<file path="config.mk">
export PLATFORM = sky130hd
export DESIGN_NAME = adder_bk_pipe_flat
export DESIGN_NICKNAME = d
export VERILOG_FILES = /design/src/rtl/adder_bk_pipe_pkg.sv /design/src/rtl/adder_bk_pipe_if.sv /design/src/rtl/adder_bk_pipe_prefix_level.sv /design/src/rtl/adder_bk_pipe.sv /design/src/flat_wrapper.sv
export SDC_FILE = /design/constraint.sdc
export NUM_CORES = 1
export LEC_CHECK = 0
export CORE_MARGIN = 2
export CORE_UTILIZATION = 55
export CTS_CLUSTER_DIAMETER = 50
export DETAILED_ROUTE_END_ITERATION = 10
export PLACE_DENSITY_LB_ADDON = 0.25
export SKIP_CTS_REPAIR_TIMING = 1
export SLEW_MARGIN = 10
export SYNTH_ARGS = -nofsm -noshare
export SYNTH_HDL_FRONTEND = slang
export SYNTH_SLANG_ARGS = --single-unit
</file>
<file path="constraint.sdc">
create_clock -name clk_i -period 2.6 [get_ports clk_i]
set_input_delay 0.39 -clock clk_i [delete_from_list [all_inputs] [get_ports clk_i]]
set_output_delay 0.39 -clock clk_i [all_outputs]
set_load 0.03 [all_outputs]
</file>
<file path="src/rtl/adder_bk_pipe_pkg.sv">
// Shared sizing helpers for the pipelined Brent-Kung adder.
// Levels, slice count and latency all derive from WIDTH and levels-per-stage.
package adder_bk_pkg;

  function automatic int bk_levels(input int width);
    return 2 * $clog2(width) - 1;
  endfunction

  function automatic int bk_slices(input int width, input int lps);
    return (bk_levels(width) + lps - 1) / lps;
  endfunction

  function automatic int bk_latency(input int width, input int lps);
    return bk_slices(width, lps) + 1;
  endfunction

  function automatic bit bk_params_ok(input int width, input int lps, input int tag_w);
    return (width >= 8) && (width <= 128) && ((width & (width - 1)) == 0) &&
           (lps >= 1) && (lps <= bk_levels(width)) && (tag_w >= 1);
  endfunction

endpackage

</file>
<file path="src/rtl/adder_bk_pipe_if.sv">
// Operand/result handshake bundle for adder_bk_pipe.
interface adder_bk_pipe_if #(
  parameter int WIDTH = 32,
  parameter int TAG_W = 4
);
  logic             in_valid_i;
  logic             in_ready_o;
  logic [WIDTH-1:0] a_i;
  logic [WIDTH-1:0] b_i;
  logic             cin_i;
  logic             sub_i;
  logic [TAG_W-1:0] tag_i;
  logic             out_valid_o;
  logic             out_ready_i;
  logic [WIDTH-1:0] sum_o;
  logic             cout_o;
  logic             ovf_o;
  logic [TAG_W-1:0] tag_o;

  modport master (
    output in_valid_i, a_i, b_i, cin_i, sub_i, tag_i, out_ready_i,
    input  in_ready_o, out_valid_o, sum_o, cout_o, ovf_o, tag_o
  );

  modport slave (
    input  in_valid_i, a_i, b_i, cin_i, sub_i, tag_i, out_ready_i,
    output in_ready_o, out_valid_o, sum_o, cout_o, ovf_o, tag_o
  );
endinterface

</file>
<file path="src/rtl/adder_bk_pipe_prefix_level.sv">
// One combinational Brent-Kung prefix level: up-sweep levels use black cells,
// down-sweep levels use gray cells; untouched positions pass straight through.
module black_cell (
  input  logic p_hi,
  input  logic g_hi,
  input  logic p_lo,
  input  logic g_lo,
  output logic p,
  output logic g
);
  assign p = p_hi & p_lo;
  assign g = g_hi | (p_hi & g_lo);
endmodule

module gray_cell (
  input  logic p_hi,
  input  logic g_hi,
  input  logic g_lo,
  output logic g
);
  assign g = g_hi | (p_hi & g_lo);
endmodule

module bk_prefix_level #(
  parameter int WIDTH = 32,
  parameter int LEVEL = 0
) (
  input  logic [WIDTH-1:0] p_in,
  input  logic [WIDTH-1:0] g_in,
  output logic [WIDTH-1:0] p_out,
  output logic [WIDTH-1:0] g_out
);
  localparam int LOG_W = $clog2(WIDTH);
  localparam bit UP    = (LEVEL < LOG_W);
  // Down-sweep distance shrinks from WIDTH/4 back to 1.
  localparam int DIST  = UP ? (1 << LEVEL) : (1 << (2 * LOG_W - 2 - LEVEL));

  for (genvar i = 0; i < WIDTH; i++) begin : g_bit
    if (UP && (((i + 1) % (2 * DIST)) == 0)) begin : g_black
      black_cell u_cell (
        .p_hi (p_in[i]),
        .g_hi (g_in[i]),
        .p_lo (p_in[i-DIST]),
        .g_lo (g_in[i-DIST]),
        .p    (p_out[i]),
        .g    (g_out[i])
      );
    end else if (!UP && (((i + 1) % (2 * DIST)) == DIST) && ((i + 1) > 2 * DIST)) begin : g_gray
      gray_cell u_cell (
        .p_hi (p_in[i]),
        .g_hi (g_in[i]),
        .g_lo (g_in[i-DIST]),
        .g    (g_out[i])
      );
      assign p_out[i] = p_in[i];
    end else begin : g_pass
      assign p_out[i] = p_in[i];
      assign g_out[i] = g_in[i];
    end
  end
endmodule

</file>
<file path="src/rtl/adder_bk_pipe.sv">
// Pipelined Brent-Kung add/subtract with valid/ready; a register slice closes
// every LEVELS_PER_STAGE prefix levels and one output register follows.
module adder_bk_pipe
  import adder_bk_pkg::*;
#(
  parameter int WIDTH            = 32,
  parameter int LEVELS_PER_STAGE = 3,
  parameter int TAG_W            = 4
) (
  input logic            clk_i,
  input logic            rst_i,
  adder_bk_pipe_if.slave bus
);
  localparam int LPS = LEVELS_PER_STAGE;
  localparam int D   = bk_levels(WIDTH);
  localparam int N   = bk_slices(WIDTH, LPS);

  if (!bk_params_ok(WIDTH, LPS, TAG_W)) begin : g_param_err
    $error("adder_bk_pipe: illegal WIDTH/LEVELS_PER_STAGE/TAG_W");
  end

  logic             adv;
  logic [WIDTH-1:0] b_eff, p0, g0;
  logic             cin0;

  logic [WIDTH-1:0] lv_pi [D];
  logic [WIDTH-1:0] lv_gi [D];
  logic [WIDTH-1:0] lv_po [D];
  logic [WIDTH-1:0] lv_go [D];

  logic [WIDTH-1:0] st_p   [N];
  logic [WIDTH-1:0] st_g   [N];
  logic [WIDTH-1:0] st_po  [N];
  logic             st_cin [N];
  logic [TAG_W-1:0] st_tag [N];
  logic             st_v   [N];

  logic             out_valid_q, cout_q, ovf_q;
  logic [WIDTH-1:0] sum_q, g_last;
  logic [TAG_W-1:0] tag_q;

  assign adv            = !out_valid_q || bus.out_ready_i;
  assign bus.in_ready_o = adv;

  // Carry-in folds into bit 0's generate, so the tree output is the full carry.
  always_comb begin
    b_eff = bus.sub_i ? ~bus.b_i : bus.b_i;
    cin0  = bus.sub_i | bus.cin_i;
    p0    = bus.a_i ^ b_eff;
    g0    = bus.a_i & b_eff;
    g0[0] = g0[0] | (p0[0] & cin0);
  end

  for (genvar k = 0; k < D; k++) begin : g_level
    if (k == 0) begin : g_src_in
      assign lv_pi[k] = p0;
      assign lv_gi[k] = g0;
    end else if ((k % LPS) == 0) begin : g_src_reg
      assign lv_pi[k] = st_p[k/LPS-1];
      assign lv_gi[k] = st_g[k/LPS-1];
    end else begin : g_src_comb
      assign lv_pi[k] = lv_po[k-1];
      assign lv_gi[k] = lv_go[k-1];
    end

    bk_prefix_level #(.WIDTH(WIDTH), .LEVEL(k)) u_level (
      .p_in  (lv_pi[k]),
      .g_in  (lv_gi[k]),
      .p_out (lv_po[k]),
      .g_out (lv_go[k])
    );
  end

  for (genvar s = 0; s < N; s++) begin : g_slice
    localparam int LAST = ((s + 1) * LPS < D) ? (s + 1) * LPS - 1 : D - 1;

    logic [WIDTH-1:0] po_d, p_q, g_q, po_q;
    logic             cin_d, v_d, cin_q, v_q;
    logic [TAG_W-1:0] tag_d, tag_q;

    if (s == 0) begin : g_head
      assign po_d  = p0;
      assign cin_d = cin0;
      assign tag_d = bus.tag_i;
      assign v_d   = bus.in_valid_i;
    end else begin : g_body
      assign po_d  = st_po[s-1];
      assign cin_d = st_cin[s-1];
      assign tag_d = st_tag[s-1];
      assign v_d   = st_v[s-1];
    end

    always_ff @(posedge clk_i) begin
      if (rst_i) begin
        p_q   <= '0;
        g_q   <= '0;
        po_q  <= '0;
        cin_q <= 1'b0;
        tag_q <= '0;
        v_q   <= 1'b0;
      end else if (adv) begin
        p_q   <= lv_po[LAST];
        g_q   <= lv_go[LAST];
        po_q  <= po_d;
        cin_q <= cin_d;
        tag_q <= tag_d;
        v_q   <= v_d;
      end
    end

    assign st_p[s]   = p_q;
    assign st_g[s]   = g_q;
    assign st_po[s]  = po_q;
    assign st_cin[s] = cin_q;
    assign st_tag[s] = tag_q;
    assign st_v[s]   = v_q;
  end

  // g_last[i] is the carry out of bit i.
  assign g_last = st_g[N-1];

  always_ff @(posedge clk_i) begin
    if (rst_i) begin
      out_valid_q <= 1'b0;
      sum_q       <= '0;
      cout_q      <= 1'b0;
      ovf_q       <= 1'b0;
      tag_q       <= '0;
    end else if (adv) begin
      out_valid_q <= st_v[N-1];
      sum_q       <= st_po[N-1] ^ {g_last[WIDTH-2:0], st_cin[N-1]};
      cout_q      <= g_last[WIDTH-1];
      ovf_q       <= g_last[WIDTH-1] ^ g_last[WIDTH-2];
      tag_q       <= st_tag[N-1];
    end
  end

  assign bus.out_valid_o = out_valid_q;
  assign bus.sum_o       = sum_q;
  assign bus.cout_o      = cout_q;
  assign bus.ovf_o       = ovf_q;
  assign bus.tag_o       = tag_q;
endmodule

</file>
<file path="src/flat_wrapper.sv">
// flat-port wrapper written by rule: the top's interface ports become plain ports
module adder_bk_pipe_flat import adder_bk_pkg::*;
#(
  parameter int WIDTH            = 32,
  parameter int LEVELS_PER_STAGE = 3,
  parameter int TAG_W            = 4
)
  (clk_i, rst_i, bus_in_valid_i, bus_a_i, bus_b_i, bus_cin_i, bus_sub_i, bus_tag_i, bus_out_ready_i, bus_in_ready_o, bus_out_valid_o, bus_sum_o, bus_cout_o, bus_ovf_o, bus_tag_o);
  adder_bk_pipe_if #(.WIDTH(WIDTH), .TAG_W(TAG_W)) bus_i ();
  input logic clk_i;
  input logic rst_i;
  input wire logic [$bits(bus_i.in_valid_i)-1:0] bus_in_valid_i;
  input wire logic [$bits(bus_i.a_i)-1:0] bus_a_i;
  input wire logic [$bits(bus_i.b_i)-1:0] bus_b_i;
  input wire logic [$bits(bus_i.cin_i)-1:0] bus_cin_i;
  input wire logic [$bits(bus_i.sub_i)-1:0] bus_sub_i;
  input wire logic [$bits(bus_i.tag_i)-1:0] bus_tag_i;
  input wire logic [$bits(bus_i.out_ready_i)-1:0] bus_out_ready_i;
  output wire logic [$bits(bus_i.in_ready_o)-1:0] bus_in_ready_o;
  output wire logic [$bits(bus_i.out_valid_o)-1:0] bus_out_valid_o;
  output wire logic [$bits(bus_i.sum_o)-1:0] bus_sum_o;
  output wire logic [$bits(bus_i.cout_o)-1:0] bus_cout_o;
  output wire logic [$bits(bus_i.ovf_o)-1:0] bus_ovf_o;
  output wire logic [$bits(bus_i.tag_o)-1:0] bus_tag_o;
  assign bus_i.in_valid_i = bus_in_valid_i;
  assign bus_i.a_i = bus_a_i;
  assign bus_i.b_i = bus_b_i;
  assign bus_i.cin_i = bus_cin_i;
  assign bus_i.sub_i = bus_sub_i;
  assign bus_i.tag_i = bus_tag_i;
  assign bus_i.out_ready_i = bus_out_ready_i;
  assign bus_in_ready_o = bus_i.in_ready_o;
  assign bus_out_valid_o = bus_i.out_valid_o;
  assign bus_sum_o = bus_i.sum_o;
  assign bus_cout_o = bus_i.cout_o;
  assign bus_ovf_o = bus_i.ovf_o;
  assign bus_tag_o = bus_i.tag_o;
  adder_bk_pipe #(.WIDTH(WIDTH), .LEVELS_PER_STAGE(LEVELS_PER_STAGE), .TAG_W(TAG_W)) u_core (.clk_i(clk_i), .rst_i(rst_i), .bus(bus_i));
endmodule
</file>
* After elaboration in Yosys (flattened, before gate mapping)
Cells that the tools add are included.
** Cells by class
- Bitwise operators :: 152
- Reduce and logical (&&, ||, !) cells :: 2
- Mux-type cells :: 1
** Operator list (count)
- bitwise AND 1 bit :: 88
- bitwise XOR 32 bit :: 2
- bitwise OR 1 bit :: 59
- bitwise AND 32 bit :: 1
- 2-to-1 mux 32 bit :: 1
- NOT 32 bit :: 1
- zero test 1 bit :: 1
- logical OR 1 bit :: 1
- bitwise XOR 1 bit :: 1
** Storage, ports and cells
- Output and inout bits :: 40
- Register bits after elaboration :: 312
- Input port bits :: 74
- Word-level logic and storage cells :: 177

* Longest topological paths before layout
- Word-level depth :: 11
- Gate-level depth with buffers :: 8
- Mapped depth without buffers :: 6

* Modules after synthesis
A second synthesis with hierarchy kept.
** Unflattened totals
- Cell total of the unflattened synthesis :: 2003
- Area, all modules :: 16079.2 µm²
** By module, submodules not included
- adder_bk_pipe :: sequential area each 6266.0 µm², instances 1, cells each 1427, area an instance 11793.8 µm²
- bk_prefix_level at u_core.g_level[5].u_level :: sequential area each 0.0 µm², instances 1, cells each 63, area an instance 473.0 µm²
- bk_prefix_level at u_core.g_level[4].u_level :: sequential area each 0.0 µm², instances 1, cells each 62, area an instance 465.4 µm²
- bk_prefix_level at u_core.g_level[6].u_level :: sequential area each 0.0 µm², instances 1, cells each 61, area an instance 457.9 µm²
- bk_prefix_level at u_core.g_level[3].u_level :: sequential area each 0.0 µm², instances 1, cells each 60, area an instance 450.4 µm²
- bk_prefix_level at u_core.g_level[7].u_level :: sequential area each 0.0 µm², instances 1, cells each 57, area an instance 427.9 µm²
- black_cell :: sequential area each 0.0 µm², instances 31, cells each 2, area an instance 13.8 µm²
- bk_prefix_level at u_core.g_level[2].u_level :: sequential area each 0.0 µm², instances 1, cells each 56, area an instance 420.4 µm²
- bk_prefix_level at u_core.g_level[8].u_level :: sequential area each 0.0 µm², instances 1, cells each 49, area an instance 367.9 µm²
- bk_prefix_level at u_core.g_level[1].u_level :: sequential area each 0.0 µm², instances 1, cells each 48, area an instance 360.3 µm²
- bk_prefix_level at u_core.g_level[0].u_level :: sequential area each 0.0 µm², instances 1, cells each 32, area an instance 240.2 µm²
- gray_cell :: sequential area each 0.0 µm², instances 26, cells each 1, area an instance 7.5 µm²

* Worst setup path before layout
Ideal clock, no wire load.
- Path type :: input to register
- Start point :: input bus_sub_i
- End point :: register u_core.g_slice[0].g_q[31]
- Library setup time :: 0.146 ns
- Stages :: 8
- Required time :: 2.454 ns
- Arrival time :: 1.934 ns
- Buffers on the path :: 2
- Slack :: 0.519 ns
- Cell sequence :: buf_2 > buf_2 > xor2_1 > ha_1 > a21oi_1 > nor2_1 > a2111oi_0 > a211oi_2
** Between the ends
- Elaborated cells on any way between the ends :: 21
- Classes of those cells :: mux (1); bitwise (20)
** RTL lines
- from (decl) :: RTL line flat_wrapper.sv:16 : input wire logic [$bits(bus_i.sub_i)-1:0] bus_sub_i;
- 2-to-1 mux 32 bit * :: RTL line adder_bk_pipe.sv:47 : b_eff = bus.sub_i ? ~bus.b_i : bus.b_i;
- bitwise XOR 32 bit * :: RTL line adder_bk_pipe.sv:49 : p0 = bus.a_i ^ b_eff;
- via u_core.g_level[0].u_level.g_bit[29].g_black.u_cell.p_hi :: RTL line adder_bk_pipe_prefix_level.sv:4 : input logic p_hi,
- bitwise AND 1 bit :: RTL line adder_bk_pipe_prefix_level.sv:12 : assign g = g_hi | (p_hi & g_lo);
- bitwise OR 1 bit :: RTL line adder_bk_pipe_prefix_level.sv:12
- bitwise AND 1 bit :: RTL line adder_bk_pipe_prefix_level.sv:12
- bitwise OR 1 bit :: RTL line adder_bk_pipe_prefix_level.sv:12
- bitwise OR 1 bit * :: RTL line adder_bk_pipe_prefix_level.sv:12
- to (signal assigned) :: RTL line adder_bk_pipe.sv:103 : g_q <= lv_go[LAST];
- to (decl) :: RTL line adder_bk_pipe.sv:77 : logic [WIDTH-1:0] po_d, p_q, g_q, po_q;
The timed path passes the listed nets; every way through them passes the cells marked *.
A chain may end at the register's enable or synchronous reset.

* Worst setup path in the final report
- Start point :: register u_core.out_valid_q (netlist: u_core.bus.out_valid_o)
- End point :: output bus_in_ready_o
** Between the ends
- Word-level cells in the longest chain between the ends :: 2
** Ends and longest elaborated chain
- from (decl) :: RTL line adder_bk_pipe.sv:38 : logic out_valid_q, cout_q, ovf_q;
- from (signal assigned) :: RTL line adder_bk_pipe.sv:130 : out_valid_q <= st_v[N-1];
- zero test 1 bit :: RTL line adder_bk_pipe.sv:42 : assign adv = !out_valid_q || bus.out_ready_i;
- logical OR 1 bit :: RTL line adder_bk_pipe.sv:42
- to (decl) :: RTL line flat_wrapper.sv:19 : output wire logic [$bits(bus_i.in_ready_o)-1:0] bus_in_ready_o;
No other way between the ends.

==> metrics.csv <==
stage;metric;value;unit
route;Via density;5.154;
global_route;pin count of the biggest net entering global routing;153;
critical_path;CP Launch Type;flop;
pwr;VDD IR max;0.4637;mV
synth;Warnings, synthesis;0;
global_route;first-pass GRT wire length;36.35;mm
status;outcome;complete, no violations;
placement;Final GP Congestion;0.8258;
critical_path;max incr delay on CP;0.61;ns
critical_path;Largest delay share family, worst path;buffers and inverters;
pwr;pwr dens;714.7;mW/mm^2
cts;htree depth;1;
synth;ys flop type;dfxtp_1;
sta;Final Critical Period;2.261;ns
synth;Synth Area per Inst;8.439;um^2
route;TritonRoute pass-1 iters;6;
sta;Hold Vio Cnt, Final;0;
final_layout;Final Non-Filler Cells;1638;
critical_path;endpoint type of the worst setup path;output pin;
synth;Mapped Nets;1398;
sta;Worst Skew;0.01124;ns
pwr;Leakage;0.004935;uW
run;Max-Cap Viols;0;
route;final wirelength;22.45;mm
cts;clk slew on worst S/H paths;0.06;ns
cts;Clock Latency Late Sink;0.52;ns
route;DRT antenna net count;0;
route;Remaining DRCs;0;
synth;Syn Inst Count;1292;
synth;number of enable flip-flop cells after synthesis;0;
die;Initial Util;56.02;%
route;routed via count;8443;
cts;TritonCTS clock tree;done;
synth;post-synthesis sequential area ratio;49.94;%
sta;fmax;442.3;MHz
critical_path;critical path class;reg -> out;
cts;clk buf depth;3;
die;CORE AREA;0.01946;mm^2
final_layout;P&R area growth vs syn;18.35;%
die;Die Area;0.02097;mm^2
placement;Placement Cell Area;0.01207;mm^2
cts;clk sinks;272;
placement;Port Buffers;113;
synth;synthesized cell area;0.01090;mm^2
sta;RSZ-0062 raised after global routing;false;
placement;DP HPWL;14.14;mm
die;Die Span Y;144.8;um
placement;Post-Place Cells;1591;
sta;worst relative slew slack;51.42;%
critical_path;Crit-path slowest cell;clkdlybuf4s50_1;
sta;Period Utilization, post-route;86.96;%
sta;final setup fails;0;
cts;clock root buffer;clkbuf_16;
pwr;Overall Power;9222;uW
global_route;vias in the first global route;7391;
final_layout;Final Instance Area;0.01290;mm^2
final_layout;fin nets;1461;
critical_path;Critical path buffers and inverters;2;
final_layout;fill count;1646;
die;Std-Cell Rows;51;
sta;Least-Margin Pin Slew;0.7287;ns
final_layout;Antenna diodes;0;
global_route;Congestion Overflow GR;0;
hold_path;Tightest Hold Check Type;in -> reg;
sta;max-slew violations;0;
die;die width;144.8;um
sta;setup TNS;0;ns
route;drt wl/cell;13.71;um
critical_path;critical path, cell by cell;nor2b_4 > inv_8 > clkdlybuf4s50_1;
final_layout;share of layout cells above drive strength 1;7.502;%
critical_path;CP max FO;23;
global_route;Global Route Usage Sum;21.01;%
die;Boundary Pins;114;
synth;library cells used by synthesis;32;
synth;synthesized flop and latch total;272;
critical_path;CP arrival;1.87;ns
global_route;antenna violations before repair;0;
cts;TritonCTS Buffers;27;
synth;asr flop ratio synth;0;%
critical_path;Critical Path RT;2.21;ns
route;1st-iter DRT viols;649;
critical_path;Reg2Reg Setup Slack;0.94;ns
## path summary, 6_finish.rpt
path                                             start                        to  depth (start not counted)
worst min register to register     u_core.bus.tag_o[2]       u_core.bus.tag_o[2]                          2
worst max register to register  u_core.bus.out_valid_o  u_core.g_slice[0].g_q[7]                          5
worst min-delay path                    bus_in_valid_i     u_core.g_slice[0].v_q                          3
worst max-delay path            u_core.bus.out_valid_o            bus_in_ready_o                          3
## metrics by stage
stage | utilization, % | hold WS (ns) | setup WS, ns
after CTS | 66.30 | 0.4112 | 0.3094
after floorplan | - | 0.4316 | 0.5195
final | 66.30 | 0.4260 | 0.3391
after detailed placement | 62.03 | 0.4436 | 0.2763
after global routing | 66.30 | 0.4387 | 0.2564
after global placement | 62.03 | 0.4373 | 0.3552
## power by group
part	switching (uW)	internal [uW]	leakage, uW
combinational	565	473	0.00230
clock	1530	2070	0.000410
sequential	148	4430	0.00223
## metal layers
| layer | up-vias | share of wire [%] | global-route usage, % |
|---|---|---|---|
| li1 | 4409 | - | - |
| met2 | 181 | 42 | 29.49 |
| met4 | 0 | 1.4 | 4.548 |
| met5 | - | 0 | 0 |
| met1 | 3822 | 51 | 33.71 |
| met3 | 31 | 5.5 | 3.126 |
## cell usage after synthesis, types with 3 or more instances
master / count / area (um^2)
o21ai_0: 6 / 30.03
dfxtp_1: 272 / 5445
buf_1: 5 / 18.77
xor2_1: 32 / 280.3
buf_4: 17 / 127.6
nand2_1: 377 / 1415
nand3_1: 8 / 40.04
buf_6: 3 / 33.78
buf_2: 46 / 230.2
ha_1: 32 / 400.4
nor3_1: 32 / 160.2
a211oi_1: 19 / 142.6
xnor2_1: 33 / 289.0
nand4_1: 6 / 37.54
a21oi_1: 209 / 1046
nor2_1: 100 / 375.4
a211oi_2: 41 / 513.0
nor2b_1: 6 / 37.54
clkbuf_1: 23 / 86.33
a21o_1: 10 / 75.07
## placed cells by master (no fill, tap or decap), drive strengths merged
master,instances
a21oi,209
nand2,377
a2111oi,1
o32ai,1
clkinv,6
a211oi,60
nand4,6
nand3,9
or3,2
nand2b,2
o21ai,6
inv,2
buf,16
clkbuf,39
nor2,100
ha,32
xnor2,33
clkinvlp,2
nor2b,7
clkdlybuf4s50,111
nor3,32
or2b,1
nor4,1
a21o,10
dfxtp,272
a311oi,2
xor2,32
a31oi,1
o31a,1
## worst min-delay path, stage by stage
cell and delay, ns:
clkdlybuf4s50_1 0.39, nand2_1 0.05, a21oi_1 0.05
## flip-flops by register name, indices dropped and copies added (netlist names)
register,flops
u_core.g_slice.cin_q,3
u_core.bus.cout_o,1
u_core.bus.tag_o,4
u_core.bus.ovf_o,1
u_core.bus.out_valid_o,1
u_core.g_slice.po_q,96
u_core.bus.sum_o,32
u_core.g_slice.tag_q,12
u_core.g_last,32
u_core.g_slice.v_q,3
u_core.g_slice.p_q,23
u_core.g_slice.g_q,64
## area by class of cell
cell class	instances	area [um^2]	area share, %
clock buffer	38	777.0	6.022
clock inverter	9	53.80	0.4170
inverter	1	11.26	0.08727
multi-input combinational	925	4955	38.40
sequential	272	5445	42.20
tap	265	331.6	2.570
timing repair buffer	128	1330	10.31
## cell families (layout without fill, tap and decap cells)
family / count (synthesis) / count (layout) / share of synthesized area [%]
AND/OR/NAND/NOR: 537 / 537 / 19.52
AO/OA/AOI/OAI: 291 / 291 / 17.03
flip-flops: 272 / 272 / 49.94
buffers and inverters: 95 / 176 / 4.613
XOR/XNOR: 65 / 65 / 5.222
adder cells (fa/ha/maj): 32 / 32 / 3.672
(Power assumes the default switching activity.)
==> RTL change, RTL diff (config.mk and constraints unchanged) <==
Reset style: asynchronous (`rst_i`), changed in 2 clocked blocks.
--- a/src/rtl/adder_bk_pipe.sv
+++ b/src/rtl/adder_bk_pipe.sv
@@ -90,7 +90,7 @@
       assign v_d   = st_v[s-1];
     end
 
-    always_ff @(posedge clk_i) begin
+    always_ff @(posedge clk_i or posedge rst_i) begin
       if (rst_i) begin
         p_q   <= '0;
         g_q   <= '0;
@@ -119,7 +119,7 @@
   // g_last[i] is the carry out of bit i.
   assign g_last = st_g[N-1];
 
-  always_ff @(posedge clk_i) begin
+  always_ff @(posedge clk_i or posedge rst_i) begin
     if (rst_i) begin
       out_valid_q <= 1'b0;
       sum_q       <= '0;
Behaviour: differs if rst_i is asserted again (counterexample within 10 cycles, from zero or initial values and one cycle with rst_i high); with rst_i held inactive, the same outputs for 10 cycles.
==> RTL change against the original RTL <==
- area after synthesis increased by 6.4%
- non-clock buffer count down 1
- critical path type unchanged
- wire length shrank 5.9%
- worst setup slack better by 0.15 ns
- final area rose by 7.7%
- cell count about the same
- synthesized cell count decreased by 3.5%
- highest routed layer unchanged
- sequential cell count unchanged
Power is not compared: it rests on default switching activity, and its combinational part moved more than twofold at a synthesized area within 25%.
==> RTL change: results (changes against the original RTL) <==
cts bufs inserted=29 (+7.4%); synth unique cells=28 (-13%); Cells after Synth=1,247 (-3.5%); number of global-route vias before repair=7,723 (+4.5%); largest net degree at the start of global routing=159 (+3.9%); pre-CTS WS=0.4107 ns (+0.1344 ns); DR WL/cell=12.90 um (-5.9%); Worst Hold Class=input port to asynchronous set/reset pin; adder-cell share of the synthesized area=3.451% (-0.22 points); post-synthesis sequential area ratio=58.66% (+8.7 points); commonest cells in the netlist=nand2_1 (606), dfrtp_1 (272), o21ai_0 (73); Worst Skew=0.007679 ns (-0.003564 ns); Data arrival, critical path=1.72 ns (-0.15 ns); XOR/XNOR Fraction of Synth Area=4.907% (-0.31 points); Area after DPL=12,840 um^2 (+6.4%); final cell count without fillers=1,639 (+0.061%); fillcell total=1,721 (+4.6%); final net count=1,448 (-0.89%); vias per cell=4.908 (-4.8%); Worst Max-Slew Pin Slew=0.6327 ns (-0.09594 ns); CP max stage cell=dfrtp_1; Primary FF master, synth=dfrtp_1; All-Layer GR Usage=19.83% (-1.2 points); initial DRC count=626 (-3.5%); DR pass1 iterations=4 (-2); GPL Wtd Cong=0.8106 (-1.8%); HPWL after DPL=13,560 um (-4.2%); worst-path maximum fanout=60 (+160%); Async S/R FF share, synth=100.0% (+100 points); Area growth, synth to finish=19.80%; global-route wire length before repair=36,660 um (+0.85%); Crit path largest cell delay=0.38 ns (-0.23 ns); complex-gate fraction of the synthesized area=6.805% (-10 points); mux contribution to synthesized area=0.09706% (+0.097 points); status=complete, no violations; layout cells sized above 1=5.865% (-1.6 points)
## RTL change: changes by cell type in the layout (fill, tap and decap cells not counted), sizes merged, moves of 4 or more
cell	delta
o21ai	+67
a21o	-4
nor3	-30
bufinv	+6
nand3	-6
nor2	-50
a21oi	-160
a211oi	-60
nand2	+229
dfrtp	+272
inv	+4
dfxtp	-272
## RTL change: power by group
part	leakage (uW)	switching (uW)	internal [uW]	total (uW)
Combinational	0.00301	2870	2040	4900
Clock	0.000522	1600	2840	4440
Sequential	0.00335	1080	6050	7120
Total	0.00688	5540	10900	16500
## RTL change: final timing paths
kind,startpoint,to,slack [ns],cells past startpoint
max reg2reg,u_core.bus.out_valid_o,u_core.g_last[10],0.99,5
min in group clk_i,bus_sub_i,u_core.g_slice[0].g_q[0],0.38,3
max in group asynchronous,rst_i,u_core.g_slice[0].v_q,1.66,3
min reg2reg,u_core.g_slice[2].v_q,u_core.g_slice[2].v_q,0.46,2
min,rst_i,u_core.g_slice[1].po_q[20],0.24,2
max,u_core.bus.out_valid_o,bus_in_ready_o,0.49,3
## RTL change: cells by family after synthesis
family	after synthesis
AOI/OAI and AO/OA	138
xor gates and xnor gates	65
adders and majority gates	32
buffers and inverters	69
DFF	272
muxes	1
and+or+nand+nor	670
## RTL change: routing by layer
layer | vias up | part of all wire (%) | routed length (um) | GRT usage, %
met3 | 26 | 3.4 | 720 | 2.844
met2 | 117 | 48 | 10090 | 32.00
li1 | 4119 | - | - | -
met4 | 0 | 1.7 | 366 | 5.286
met1 | 3782 | 47 | 9961 | 28.50
met5 | - | 0 | 0 | 0
## RTL change: layout make-up
type,count,share of cell area [%]
flip-flops and latches,272,48.97
multi-input cells,906,31.09
repair buffers,127,9.650
clock buffers,41,6.049
well taps,275,2.475
clock inverters,12,1.539
inverters,6,0.2250
